**src/rtl/color_manager_pkg.sv**
```systemverilog
// Shared definitions for the Color Manager window counter.
//   - Default porch/position widths for the horizontal and vertical axes.
//   - Frame FSM state encoding used by color_manager_window_counter.
package color_manager_pkg;

  localparam int unsigned H_WIDTH_DEFAULT = 11;
  localparam int unsigned V_WIDTH_DEFAULT = 10;

  typedef enum logic [1:0] {
    F_IDLE   = 2'd0,
    F_PORCH  = 2'd1,
    F_ACTIVE = 2'd2,
    F_DONE   = 2'd3
  } frame_state_e;

endpackage

```
**src/rtl/color_manager_axis_counter.sv**
```systemverilog
// One axis of the window counter: a saturating position counter with a strict
// window compare against the back/front porches.
// Ports:
//   clk, rst              clock, asynchronous active-high reset
//   clear                 force position to 0 (takes priority over enable)
//   enable                advance position by one (saturates at all-ones)
//   sync                  axis sync level; window is closed while low
//   back_porch            last non-active position before the window
//   front_porch           first non-active position after the window
//   pos                   current position
//   in_window             sync & back_porch < pos < front_porch
module color_manager_axis_counter
  import color_manager_pkg::*;
#(
  parameter int unsigned WIDTH = 8
) (
  input  logic             clk,
  input  logic             rst,
  input  logic             clear,
  input  logic             enable,
  input  logic             sync,
  input  logic [WIDTH-1:0] back_porch,
  input  logic [WIDTH-1:0] front_porch,
  output logic [WIDTH-1:0] pos,
  output logic             in_window
);

  localparam logic [WIDTH-1:0] PosMax = '1;

  logic [WIDTH-1:0] pos_d;

  always_comb begin
    pos_d = pos;
    if (clear) begin
      pos_d = '0;
    end else if (enable && (pos != PosMax)) begin
      pos_d = pos + WIDTH'(1);
    end
  end

  always_ff @(posedge clk or posedge rst) begin
    if (rst) begin
      pos <= '0;
    end else begin
      pos <= pos_d;
    end
  end

  assign in_window = sync & (pos > back_porch) & (pos < front_porch);

endmodule

```
**src/rtl/color_manager_window_counter.sv**
```systemverilog
// Two-dimensional active-window counter sitting between the sync generator and
// the Color Manager pixel datapath. Counts cycles per line and lines per frame,
// gates both against programmable porches and emits per-pixel valid with
// active-area coordinates plus line-start and frame-done pulses.
// Ports:
//   Clk, rst                      clock, asynchronous active-high reset
//   HBackPorch, HFrontPorch       horizontal window bounds (exclusive)
//   VBackPorch, VFrontPorch       vertical window bounds (exclusive)
//   HSync, VSync                  high during a line / during a frame
//   Pixel_Valid, PixelX, PixelY   active pixel flag and 0-based coordinates
//   Line_Start                    pulse on first valid pixel of a line
//   Frame_Done                    pulse after a frame that had active pixels
//   Window_Error                  empty-window flag, sampled on VSync rise
// Optional build macro: COLOR_MANAGER_WINDOW_CHECK_EN enables the Window_Error
// check; when undefined Window_Error is tied low.
module color_manager_window_counter
  import color_manager_pkg::*;
#(
  parameter int unsigned H_WIDTH = H_WIDTH_DEFAULT,
  parameter int unsigned V_WIDTH = V_WIDTH_DEFAULT
) (
  input  logic               Clk,
  input  logic               rst,
  input  logic [H_WIDTH-1:0] HBackPorch,
  input  logic [H_WIDTH-1:0] HFrontPorch,
  input  logic [V_WIDTH-1:0] VBackPorch,
  input  logic [V_WIDTH-1:0] VFrontPorch,
  input  logic               HSync,
  input  logic               VSync,
  output logic               Pixel_Valid,
  output logic [H_WIDTH-1:0] PixelX,
  output logic [V_WIDTH-1:0] PixelY,
  output logic               Line_Start,
  output logic               Frame_Done,
  output logic               Window_Error
);

  localparam logic [V_WIDTH-1:0] PixelYMax = '1;

  logic               hsync_d;
  logic               armed;
  logic               line_active;
  logic               line_tick;
  logic               h_in;
  logic               v_in;
  logic               win;
  logic [H_WIDTH-1:0] h_pos;
  logic [V_WIDTH-1:0] v_pos;

  logic               pixel_valid_d;
  logic [H_WIDTH-1:0] pixel_x_d;
  logic [V_WIDTH-1:0] pixel_y_d;
  logic               line_start_d;
  logic               line_active_d;
  frame_state_e       state, state_d;

  assign line_tick = HSync & ~hsync_d;

  // Counters are held at 0 until a VSync low has been seen, so a reset in
  // mid-frame stays silent until the next complete frame.
  color_manager_axis_counter #(
    .WIDTH (H_WIDTH)
  ) u_h_axis (
    .clk         (Clk),
    .rst         (rst),
    .clear       (~armed | ~HSync),
    .enable      (1'b1),
    .sync        (HSync),
    .back_porch  (HBackPorch),
    .front_porch (HFrontPorch),
    .pos         (h_pos),
    .in_window   (h_in)
  );

  color_manager_axis_counter #(
    .WIDTH (V_WIDTH)
  ) u_v_axis (
    .clk         (Clk),
    .rst         (rst),
    .clear       (~armed | ~VSync),
    .enable      (line_tick),
    .sync        (VSync),
    .back_porch  (VBackPorch),
    .front_porch (VFrontPorch),
    .pos         (v_pos),
    .in_window   (v_in)
  );

  assign win = armed & h_in & v_in;

  always_comb begin
    pixel_valid_d = win;
    line_start_d  = win & ~Pixel_Valid;
    pixel_x_d     = '0;
    if (win && Pixel_Valid) begin
      pixel_x_d = PixelX + H_WIDTH'(1);
    end

    // line_active records whether the line just finished produced a pixel;
    // it is consumed (and cleared) by the next line_tick. Pixel_Valid and
    // line_tick can never coincide, since one needs HSync high on the previous
    // cycle and the other needs it low.
    pixel_y_d     = PixelY;
    line_active_d = line_active;
    if (!armed || !VSync) begin
      pixel_y_d     = '0;
      line_active_d = 1'b0;
    end else if (line_tick) begin
      line_active_d = 1'b0;
      if (line_active && (PixelY != PixelYMax)) begin
        pixel_y_d = PixelY + V_WIDTH'(1);
      end
    end else if (Pixel_Valid) begin
      line_active_d = 1'b1;
    end
  end

  always_comb begin
    state_d = state;
    unique case (state)
      F_IDLE: begin
        if (armed && VSync) state_d = F_PORCH;
      end
      F_PORCH: begin
        // A pixel landing on the VSync-low cycle still counts as activity.
        if (!VSync)          state_d = Pixel_Valid ? F_DONE : F_IDLE;
        else if (Pixel_Valid) state_d = F_ACTIVE;
      end
      F_ACTIVE: begin
        if (!VSync) state_d = F_DONE;
      end
      F_DONE: begin
        state_d = VSync ? F_PORCH : F_IDLE;
      end
      default: state_d = F_IDLE;
    endcase
  end

  assign Frame_Done = (state == F_DONE);

  always_ff @(posedge Clk or posedge rst) begin
    if (rst) begin
      hsync_d     <= 1'b0;
      armed       <= 1'b0;
      line_active <= 1'b0;
      Pixel_Valid <= 1'b0;
      PixelX      <= '0;
      PixelY      <= '0;
      Line_Start  <= 1'b0;
      state       <= F_IDLE;
    end else begin
      hsync_d     <= HSync;
      armed       <= armed | ~VSync;
      line_active <= line_active_d;
      Pixel_Valid <= pixel_valid_d;
      PixelX      <= pixel_x_d;
      PixelY      <= pixel_y_d;
      Line_Start  <= line_start_d;
      state       <= state_d;
    end
  end

`ifdef COLOR_MANAGER_WINDOW_CHECK_EN
  logic vsync_d;
  logic h_empty;
  logic v_empty;

  // Widen by one bit so BackPorch+1 cannot wrap at all-ones.
  assign h_empty = {1'b0, HFrontPorch} <= ({1'b0, HBackPorch} + (H_WIDTH + 1)'(1));
  assign v_empty = {1'b0, VFrontPorch} <= ({1'b0, VBackPorch} + (V_WIDTH + 1)'(1));

  always_ff @(posedge Clk or posedge rst) begin
    if (rst) begin
      vsync_d      <= 1'b0;
      Window_Error <= 1'b0;
    end else begin
      vsync_d <= VSync;
      if (VSync && !vsync_d) begin
        Window_Error <= h_empty | v_empty;
      end
    end
  end
`else
  assign Window_Error = 1'b0;
`endif

endmodule
```
**config.mk**
```make
export PLATFORM = sky130hd
export DESIGN_NAME = color_manager_window_counter
export DESIGN_NICKNAME = d
export VERILOG_FILES = /design/src/rtl/color_manager_pkg.sv /design/src/rtl/color_manager_axis_counter.sv /design/src/rtl/color_manager_window_counter.sv
export SDC_FILE = /design/constraint.sdc
export NUM_CORES = 1
export LEC_CHECK = 0
export CORE_MARGIN = 2
export CORE_UTILIZATION = 56
export DETAILED_ROUTE_END_ITERATION = 10
export PLACE_DENSITY = 0.93
export SLEW_MARGIN = 20
export SYNTH_ARGS = -nofsm -noshare
export SYNTH_HDL_FRONTEND = slang
export SYNTH_SLANG_ARGS = --single-unit
```
**constraint.sdc**
```tcl
create_clock -name Clk -period 3.7 [get_ports Clk]
set_input_delay 0.555 -clock Clk [delete_from_list [all_inputs] [get_ports Clk]]
set_output_delay 0.555 -clock Clk [all_outputs]
set_load 0.05 [all_outputs]
```
==> flow_summary.toml <==
[synthesis]
netlist-cell-type-count = 43
ys_top_cells_by_count = "49 x dfrtp_1, 45 x inv_1, 44 x ha_1"
netlist_area_um2 = 3460
synth_enable_flop_cells = 0
post-synth-top-area-fraction_pct = 35.4
synthesis.area_per_instance_um2 = 9.07
ys_warn_count = 0
synthFlopType = "dfrtp_1"
synth_nets = 472
yosysMostFrequentCell = "dfrtp_1"
postSynth.asyncResetShare_pct = 100
synth.ff_latch_count = 49
syn_inst = 382
post-synth-top-area-cell = "dfrtp_1"
ys_seq_area_share_pct = 35.4
synth.area.top_cells = "dfrtp_1 35%, ha_1 16%, inv_1 4.9%"

[clock_network]
cts_resized = 0
clock_sink_total = 49
cts.repair_timing.setup_buffer_count = 0
cts-buffers-inserted = 5
ctsHoldBuffers = 0
htreeDepth = 2
clk-insertion-delay-late_ps = 310
clockRootBuffer = "clkbuf_8"
tritoncts = "yes"
reg_clk_slew_reported_paths_ps = 100
cts_max_path_buffers = 2

[pwr]
combinationalPowerShare_pct = 13.2
cellInternalPower_uw = 818
power.density_cell_area_nw_per_um2 = 250
power_frac_seq_pct = 50.9
ir_drop_mv = 0.306
switchingPower_uw = 263
static-leakage-power_nw = 2.00
clkPwrFrac_pct = 35.9
sw_frac_of_total_pct = 24.3

[die]
pin_count = 71
floorplan.die.width_um = 82.6
row_count = 28
die_area_um2 = 6830
core_area_um2 = 5960
initial_core_utilization_pct = 58.2
die_height_um = 82.6

[route]
drt_pre_antenna_iters = 4
viasPerCell = 5.57
routedWlPerCell_um = 14.4
antenna_left = 0
drc = 0
route.vias.total = 2940
detailedRoute.firstIterationViolations = 206
postRouteWirelength_um = 7580

[setup_path]
crit_type = "in2reg"
critical_path_arrival_ps = 2870
setup.reg_to_reg.worst_slack_ps = 1290
timing.critical_path.fanout_max = 13
critPathRequiredTime_ps = 3910
cp_slowest_stage_delay_ps = 490
crit_path_start_kind = "primary input"
worst_path_max_delay_cell = "nand4_2"
crit_chain = "clkdlybuf4s50_1, inv_1, ha_1, a211oi_1, nor2_1, o31ai_2, nand4_2, nor4b_2"
setup.worst_path.end_class = "flip-flop"

[sta]
worst_slew_margin_rel_pct = 45.8
timing_worst_slew_pin_value_ps = 813
timing.clock.skew_ps = 14.0
post_layout_min_period_ps = 2650
whs_ps = 530
final_hold_vios = 0
fmaxAchievable_ghz = 0.377
final.period_utilization_pct = 71.7
final_max_slew_viol_count = 0
timing.final.setup_violations = 0
timing.setup.tns_ps = 0
rsz0062_at_grt = "false"

[global_route]
largest_net_degree_at_the_start_of_global_routing = 50
first_pass_grt_wire_length_um = 12700
grt.total_usage_pct = 24.1
grt_pass1_vias = 2937
antenna_found_initial = 0
grt-ovfl-total = 0

[layout]
area_growth_syn_to_layout_pct = 24.6
drive_gt1_share_pct = 7.73
final_nets = 542
diodes = 0
filler_instances = 457

[run_status]
status = "finished, final reports clean"

[place]
port_buffers = 69
post-dp-hpwl_um = 5710
finalWeightedCongestion = 0.888

[job]
timing.max_cap.violations = 0

[worst_hold_path]
timing.hold.worst.class = "reg2reg"
-- worst max-delay path, delay by kind of cell --
kind / cells / cell delay [ps]
AO/OA/AOI/OAI: 2 / 530
AND/OR/NAND/NOR: 3 / 970
adder cells (fa/ha/maj): 1 / 300
buffers and inverters: 2 / 510
-- through the flow --
step                area, µm²  std cells  power [mW]  utilization [%]  setup slack (ps)
floorplan                3460        382       0.637                -              1630
detailed placement       4200        520       0.703             70.6               746
finish                   4320        528        1.08             72.5              1050
global placement         4200        520       0.696             70.6               852
global route             4320        528        1.13             72.5               912
CTS                      4320        528        1.09             72.5              1060
-- cells by family after synthesis --
logic type	synth area share, %
flops	35.4
fa+ha+maj	15.9
mux	1.16
other cells	0.108
compound gates	9.39
xor+xnor	7.08
buf+inv	6.36
simple gates	24.6
-- cells in the final DEF (no fill, tap or decap), drive strengths merged, types with 2 or more instances in the layout --
cell / count
xor2: 13
o31ai: 2
and2: 2
o21ai: 12
xnor2: 15
clkdlybuf4s50: 69
nor2b: 2
ha: 44
nand2b: 5
o21a: 2
nor4: 2
dfrtp: 49
mux2i: 4
nand4: 9
nor2: 42
clkbuf: 6
nand2: 34
inv: 44
a21oi: 19
clkinv: 2
nor3: 22
and3: 4
nor3b: 3
and4: 3
a31oi: 3
a211oi: 7
nand3: 23
or3: 2
-- flip-flops by register name, summed over array words and instances (netlist names), named ones only --
signal	count
u_h_axis.pos	11
Line_Start	1
armed	1
PixelY	10
Pixel_Valid	1
state	1
PixelX	11
line_active	1
u_v_axis.pos	10
hsync_d	1
-- power by group through the flow --
stage               combinational [mW]  clock, mW  sequential (mW)
detailed placement               0.143          0            0.560
finish                           0.143      0.388            0.550
CTS                              0.144      0.392            0.550
global route                     0.162      0.416            0.551
floorplan                       0.0786          0            0.558
global placement                 0.136          0            0.560
-- layout make-up --
| class | instances | area [µm²] | area share, % |
|---|---|---|---|
| Sequential cell | 49 | 1230 | 28.4 |
| Multi-Input combinational cell | 281 | 2020 | 46.7 |
| Inverter | 45 | 170 | 3.94 |
| Tap cell | 75 | 93.8 | 2.17 |
| Timing Repair Buffer | 70 | 698 | 16.2 |
| Clock inverter | 2 | 38.8 | 0.899 |
| Clock buffer | 6 | 72.6 | 1.68 |
-- per-layer routing --
| metal | vias up | track usage [%] | wire length, µm | part of all wire, % |
|---|---|---|---|---|
| met5 | - | 0 | 0 | 0 |
| met4 | 0 | 7.05 | 100 | 1.3 |
| met3 | 15 | 4.67 | 435 | 5.7 |
| met2 | 102 | 44.0 | 3810 | 50 |
| met1 | 1380 | 28.8 | 3240 | 43 |
| li1 | 1443 | - | - | - |
-- path summary, 6_finish.rpt --
kind,startpoint,end,cells past startpoint
min in group asynchronous,rst,PixelX[5],2
max reg2reg,u_v_axis.pos[3],PixelX[0],6
min reg2reg,flip-flop,flip-flop,1
max,VFrontPorch[3],PixelX[0],8
max in group asynchronous,rst,u_v_axis.pos[7],2
min,flip-flop,flip-flop,1
No activity file was read; power rests on OpenSTA's default activity.
==> variant 1: new RTL, same flow settings <==
Take the reset off `PixelY` and load it in a clocked block of its own.
--- a/src/rtl/color_manager_window_counter.sv
+++ b/src/rtl/color_manager_window_counter.sv
@@ -145,7 +145,6 @@
       line_active <= 1'b0;
       Pixel_Valid <= 1'b0;
       PixelX      <= '0;
-      PixelY      <= '0;
       Line_Start  <= 1'b0;
       state       <= F_IDLE;
     end else begin
@@ -154,10 +153,13 @@
       line_active <= line_active_d;
       Pixel_Valid <= pixel_valid_d;
       PixelX      <= pixel_x_d;
-      PixelY      <= pixel_y_d;
       Line_Start  <= line_start_d;
       state       <= state_d;
     end
+  end
+
+  always_ff @(posedge Clk) begin
+    PixelY <= pixel_y_d;
   end
 
 `ifdef COLOR_MANAGER_WINDOW_CHECK_EN
Behaviour: differs if rst is asserted again (counterexample within 10 cycles, from zero or initial values and one cycle with rst high); with rst held inactive, the same outputs for 10 cycles.
==> variant 1 against the original RTL <==
Global-route usage up 1.4 points; sequential cell count did not move; sequential power is essentially flat; worst setup slack better by 0.025 ns; sequential share of layout area is 0.37 points lower; non-clock buffer count is the same; power fell by 6.9%; utilization down 0.77 points; final area fell by 2.8%; wire length grew 6.0%; area after synthesis decreased by 3.1%; critical endpoint is now PixelX[4]; largest cell class unchanged.
==> variant 1: results (changes against the original RTL) <==
Global routing
  • Largest net degree at the start of global routing: 40 (-20%)
  • Aggregate global-route resource usage: 25.5% (+1.4 points)

Finish
  • Non-filler instance count after layout: 531 (+0.57%)
  • Area of all placed cells without fillers: 4200 um2 (-2.8%)
  • Fraction of final layout cells sized beyond drive strength 1: 1.97% (-5.8 points)
  • # fillers: 435 (-4.8%)

Synth
  • Mean post-synth cell area: 8.70 um2 (-4.1%)
  • Asr flop ratio synth: 79.6% (-20 points)
  • Share of cell area taken by muxes after synthesis: 1.19% (+0.037 points)
  • Cell types occupying the most area after synthesis: sky130_fd_sc_hd__dfrtp_1 29%, sky130_fd_sc_hd__ha_1 16%, sky130_fd_sc_hd__dfxtp_1 6.0%
  • Fraction of the yosys area taken by sequential cells: 35.0% (-0.37 points)
  • Share of the synthesized area in compound gates (AO/OA/AOI/OAI): 9.39% (about the same)
  • Synthesized-area fraction occupied by xor and xnor cells: 8.09% (+1.0 points)

Setup path
  • FF-to-FF Start: u_h_axis.pos[10]
  • CP startpoint: HSync
  • Required time at the worst-slack endpoint: 3.89 ns (-0.02 ns)
  • Longest individual stage delay on the worst path: 0.56 ns (+0.07 ns)
  • CP max-delay cell: sky130_fd_sc_hd__clkdlybuf4s50_1

Placed design
  • Routability cong.: 0.874 (-1.6%)
  • HPWL after detailed placement: 6.11 mm (+7.1%)
  • Cell total after placement: 523 (+0.58%)
  • Placed Instance Area: 4110 um2 (-2.1%)

Drt
  • Post-Route WL: 8.04 mm (+6.0%)
  • First-pass DRT Iterations: 5 (+1)
  • First-iteration detailed-routing DRC count: 140 (-32%)
  • Via-to-Cell Ratio: 5.77 (+3.7%)

Clock tree
  • Clock-pin slew reported for the worst setup and hold paths after clock tree synthesis: 0.08 ns (-0.02 ns)

Timing
  • Tightest slew margin relative to the limit: 29.4% (-16 points)
  • Max Clock Skew: 0.00885 ns (-0.00520 ns)

Power and ir drop
  • Cell leakage power: 1.91 nW (-4.5%)

Status
  • Outcome: completed
[variant 1: report_power, final]
part           leakage [nW]  switching (mW)  internal, mW
clock network        0.0422           0.179         0.133
logic                  1.26          0.0697        0.0751
registers             0.613         0.00993         0.540
total                  1.91           0.259         0.748
[variant 1: layout make-up]
type,instances,area share (%)
Inverter,43,3.85
Clock inverter,1,0.119
Multi-Input combinational cell,286,47.3
Tap cell,75,2.24
Timing Repair Buffer,70,16.6
Sequential cell,49,28.0
Clock buffer,7,1.82
[variant 1: per-layer routing]
layer  vias up  track usage (%)  wire (um)
met5         -                0          0
met4         0             8.14        165
met2       117             46.1       4090
li1       1494                -          -
met1      1432             30.6       3350
met3        23             4.73        437
[variant 1: path summary, 6_finish.rpt]
check	endpoint	slack, ns	cells after the start
max in group asynchronous	hsync_d	2.69	3
hold / removal	armed	0.53	1
min in group asynchronous	state[0]	0.67	3
setup reg to reg	PixelX[4]	1.34	5
setup / recovery	PixelX[4]	1.07	6
hold reg to reg	armed	0.53	1
==> variant 2: new RTL, config.mk and constraints unchanged <==
Without the edit above. Add a define of `COLOR_MANAGER_WINDOW_CHECK_EN`.
--- a/src/rtl/color_manager_window_counter.sv
+++ b/src/rtl/color_manager_window_counter.sv
@@ -13,6 +13,8 @@
 //   Window_Error                  empty-window flag, sampled on VSync rise
 // Optional build macro: COLOR_MANAGER_WINDOW_CHECK_EN enables the Window_Error
 // check; when undefined Window_Error is tied low.
+`define COLOR_MANAGER_WINDOW_CHECK_EN
+
 module color_manager_window_counter
   import color_manager_pkg::*;
 #(
Formal check against the unedited RTL: not equivalent (a bounded check fails within 4 cycles, from zero or initial values and one cycle with rst high).
==> variant 2 against the original RTL <==
Critical path depth up 5; area after synthesis grew 20%; wire length grew 40%; sequential cell count rose by 2; final area grew 17%; worst setup slack got worse by 0.28 ns; clock power barely moved; power increased by 11%.
==> variant 2: results (changes against the original RTL) <==
Status
  • Outcome: completed

Placed design
  • Routability cong.: 0.946 (+6.5%)
  • Number of port buffers: 70 (+1.4%)
  • HPWL after detailed placement: 8.07 mm (+41%)

Drt
  • Post-Route WL: 10.6 mm (+40%)
  • Via count: 3,741 (+27%)
  • Met3 routed wirelength: 672 um (+54%)
  • Routed metal-1 wirelength: 4.61 mm (+43%)
  • First-iteration detailed-routing DRC count: 217 (+5.3%)
  • Routed met2 length: 5.11 mm (+34%)
  • Highest metal layer with signal wires: met4

Clock tree
  • Insertion delay of the later-clocked pin in the worst-skew pair: 0.31 ns (about the same)
  • Setup Fix Bufs, Post-CTS: 0 (unchanged)
  • Clock-pin slew reported for the worst setup and hold paths after clock tree synthesis: 0.10 ns (about the same)
  • Number of CTS-inserted buffers: 5 (unchanged)

Global routing
  • Met3 usage in global routing: 5.62% (+0.94 points)
  • Largest net degree at the start of global routing: 52 (+4.0%)
  • Aggregate global-route resource usage: 27.1% (+3.0 points)
  • Via count of the first global-routing pass: 3,866 (+32%)
  • Met1 Resource Use GR: 34.4% (+5.6 points)
  • Met2 Usage GRT: 47.1% (+3.1 points)
  • Wire length of the first global-routing pass: 18.3 mm (+44%)

Synth
  • Syn Nets: 580 (+23%)
  • Number of distinct library cells after synthesis: 46 (+7.0%)
  • Adder-cell area share of the yosys netlist: 20.2% (+4.3 points)
  • Share of the synthesized area in compound gates (AO/OA/AOI/OAI): 12.1% (+2.7 points)
  • Fraction of the yosys area taken by sequential cells: 30.8% (-4.6 points)
  • Commonest cells in the netlist: 67 x sky130_fd_sc_hd__ha_1, 51 x sky130_fd_sc_hd__dfrtp_1, 49 x sky130_fd_sc_hd__inv_1, 37 x sky130_fd_sc_hd__nand2_1, 35 x sky130_fd_sc_hd__nor2_1
  • Synthesized-area fraction occupied by xor and xnor cells: 9.29% (+2.2 points)
  • Asr flop ratio synth: 100% (unchanged)
  • Cell types occupying the most area after synthesis: sky130_fd_sc_hd__dfrtp_1 31%, sky130_fd_sc_hd__ha_1 20%, sky130_fd_sc_hd__xnor2_1 5.9%
  • Share of cell area taken by muxes after synthesis: 1.21% (+0.051 points)

Finish
  • Fraction of final layout cells sized beyond drive strength 1: 3.70% (-4.0 points)
  • Number of nets in the layout: 654 (+21%)
  • # fillers: 561 (+23%)
  • Largest registers in the final layout: PixelX (11), u_h_axis.pos (11)

Power and ir drop
  • Cell leakage power: 2.35 nW (+17%)
  • VDD IR-drop max: 0.163 mV (-47%)

Setup path
  • Maximum fanout count along the critical path: 5 (-8)
  • FF-to-FF Start: u_h_axis.pos[2]
  • CP startpoint: HBackPorch[2]
  • Arrival time at the worst endpoint: 3.16 ns (+0.29 ns)

Timing
  • Worst-margin pin slew: 0.870 ns (+0.0578 ns)
  • Max Clock Skew: 0.00674 ns (-0.00730 ns)
[variant 2: cell count changes in the layout (fill, tap and decap cells not counted), moves of 6 or more]
cell,before,now
sky130_fd_sc_hd__ha_1,44,67
sky130_fd_sc_hd__nor3_1,9,27
sky130_fd_sc_hd__nor3_2,13,0
sky130_fd_sc_hd__xnor2_1,15,28
sky130_fd_sc_hd__nand4_1,7,18
sky130_fd_sc_hd__a21oi_1,19,27
sky130_fd_sc_hd__nand3_1,21,29
sky130_fd_sc_hd__nor2_1,42,35
sky130_fd_sc_hd__a21o_1,0,6
[variant 2: worst max-delay path, cell delays in order]
cell and delay, ns:
sky130_fd_sc_hd__clkdlybuf4s50_1 0.56, sky130_fd_sc_hd__nand3_1 0.13, sky130_fd_sc_hd__nor2_1 0.22, sky130_fd_sc_hd__nand2_1 0.08, sky130_fd_sc_hd__nor3_1 0.23, sky130_fd_sc_hd__nand3_1 0.13
sky130_fd_sc_hd__xnor2_1 0.14, sky130_fd_sc_hd__ha_1 0.29, sky130_fd_sc_hd__a21oi_1 0.16, sky130_fd_sc_hd__nor2b_1 0.06, sky130_fd_sc_hd__a2111oi_0 0.34, sky130_fd_sc_hd__o21ai_0 0.16
sky130_fd_sc_hd__o211ai_1 0.11
[variant 2: through the flow]
step	power, mW	hold slack, ns	instances	setup slack, ns	instance area [um2]
2_1_floorplan	0.715	0.484	467	1.21	4150
6_report	1.20	0.525	640	0.771	5070
5_1_grt	1.25	0.561	640	0.458	5070
4_1_cts	1.20	0.526	640	0.792	5070
3_3_place_gp	0.808	0.490	633	0.598	4960
3_5_place_dp	0.821	0.508	633	0.491	4960
[variant 2: cell type report]
class	count	share of cell area, %
timing repair buffer	73	14.3
clock buffer	6	1.43
multi-input combinational	361	52.4
tap	99	2.44
clock inverter	1	0.592
sequential	51	25.2
inverter	49	3.65
[variant 2: path summary, 6_finish.rpt]
| check | to | slack [ns] | cells past startpoint |
|---|---|---|---|
| worst max-delay path | Window_Error | 0.77 | 13 |
| worst min-delay path | PixelX[0] | 0.52 | 1 |
| worst max register to register | PixelX[0] | 1.36 | 6 |
| worst min register to register | PixelX[0] | 0.52 | 1 |
| max in group asynchronous | u_v_axis.pos[2] | 2.48 | 2 |
| min in group asynchronous | PixelY[0] | 0.72 | 2 |
[variant 2: cells by family after synthesis]
logic type | after synthesis
buf+inv | 55
fa+ha+maj | 67
xor+xnor | 44
compound gates | 70
flops | 51
simple gates | 175
mux | 5
[variant 2: where the power goes]
group	total [mW]	switching, mW	internal [mW]	leakage, nW
Clock	0.387	0.188	0.199	0.0513
Combinational	0.243	0.131	0.112	1.60
Sequential	0.572	0.00826	0.563	0.692
Total	1.20	0.327	0.874	2.35
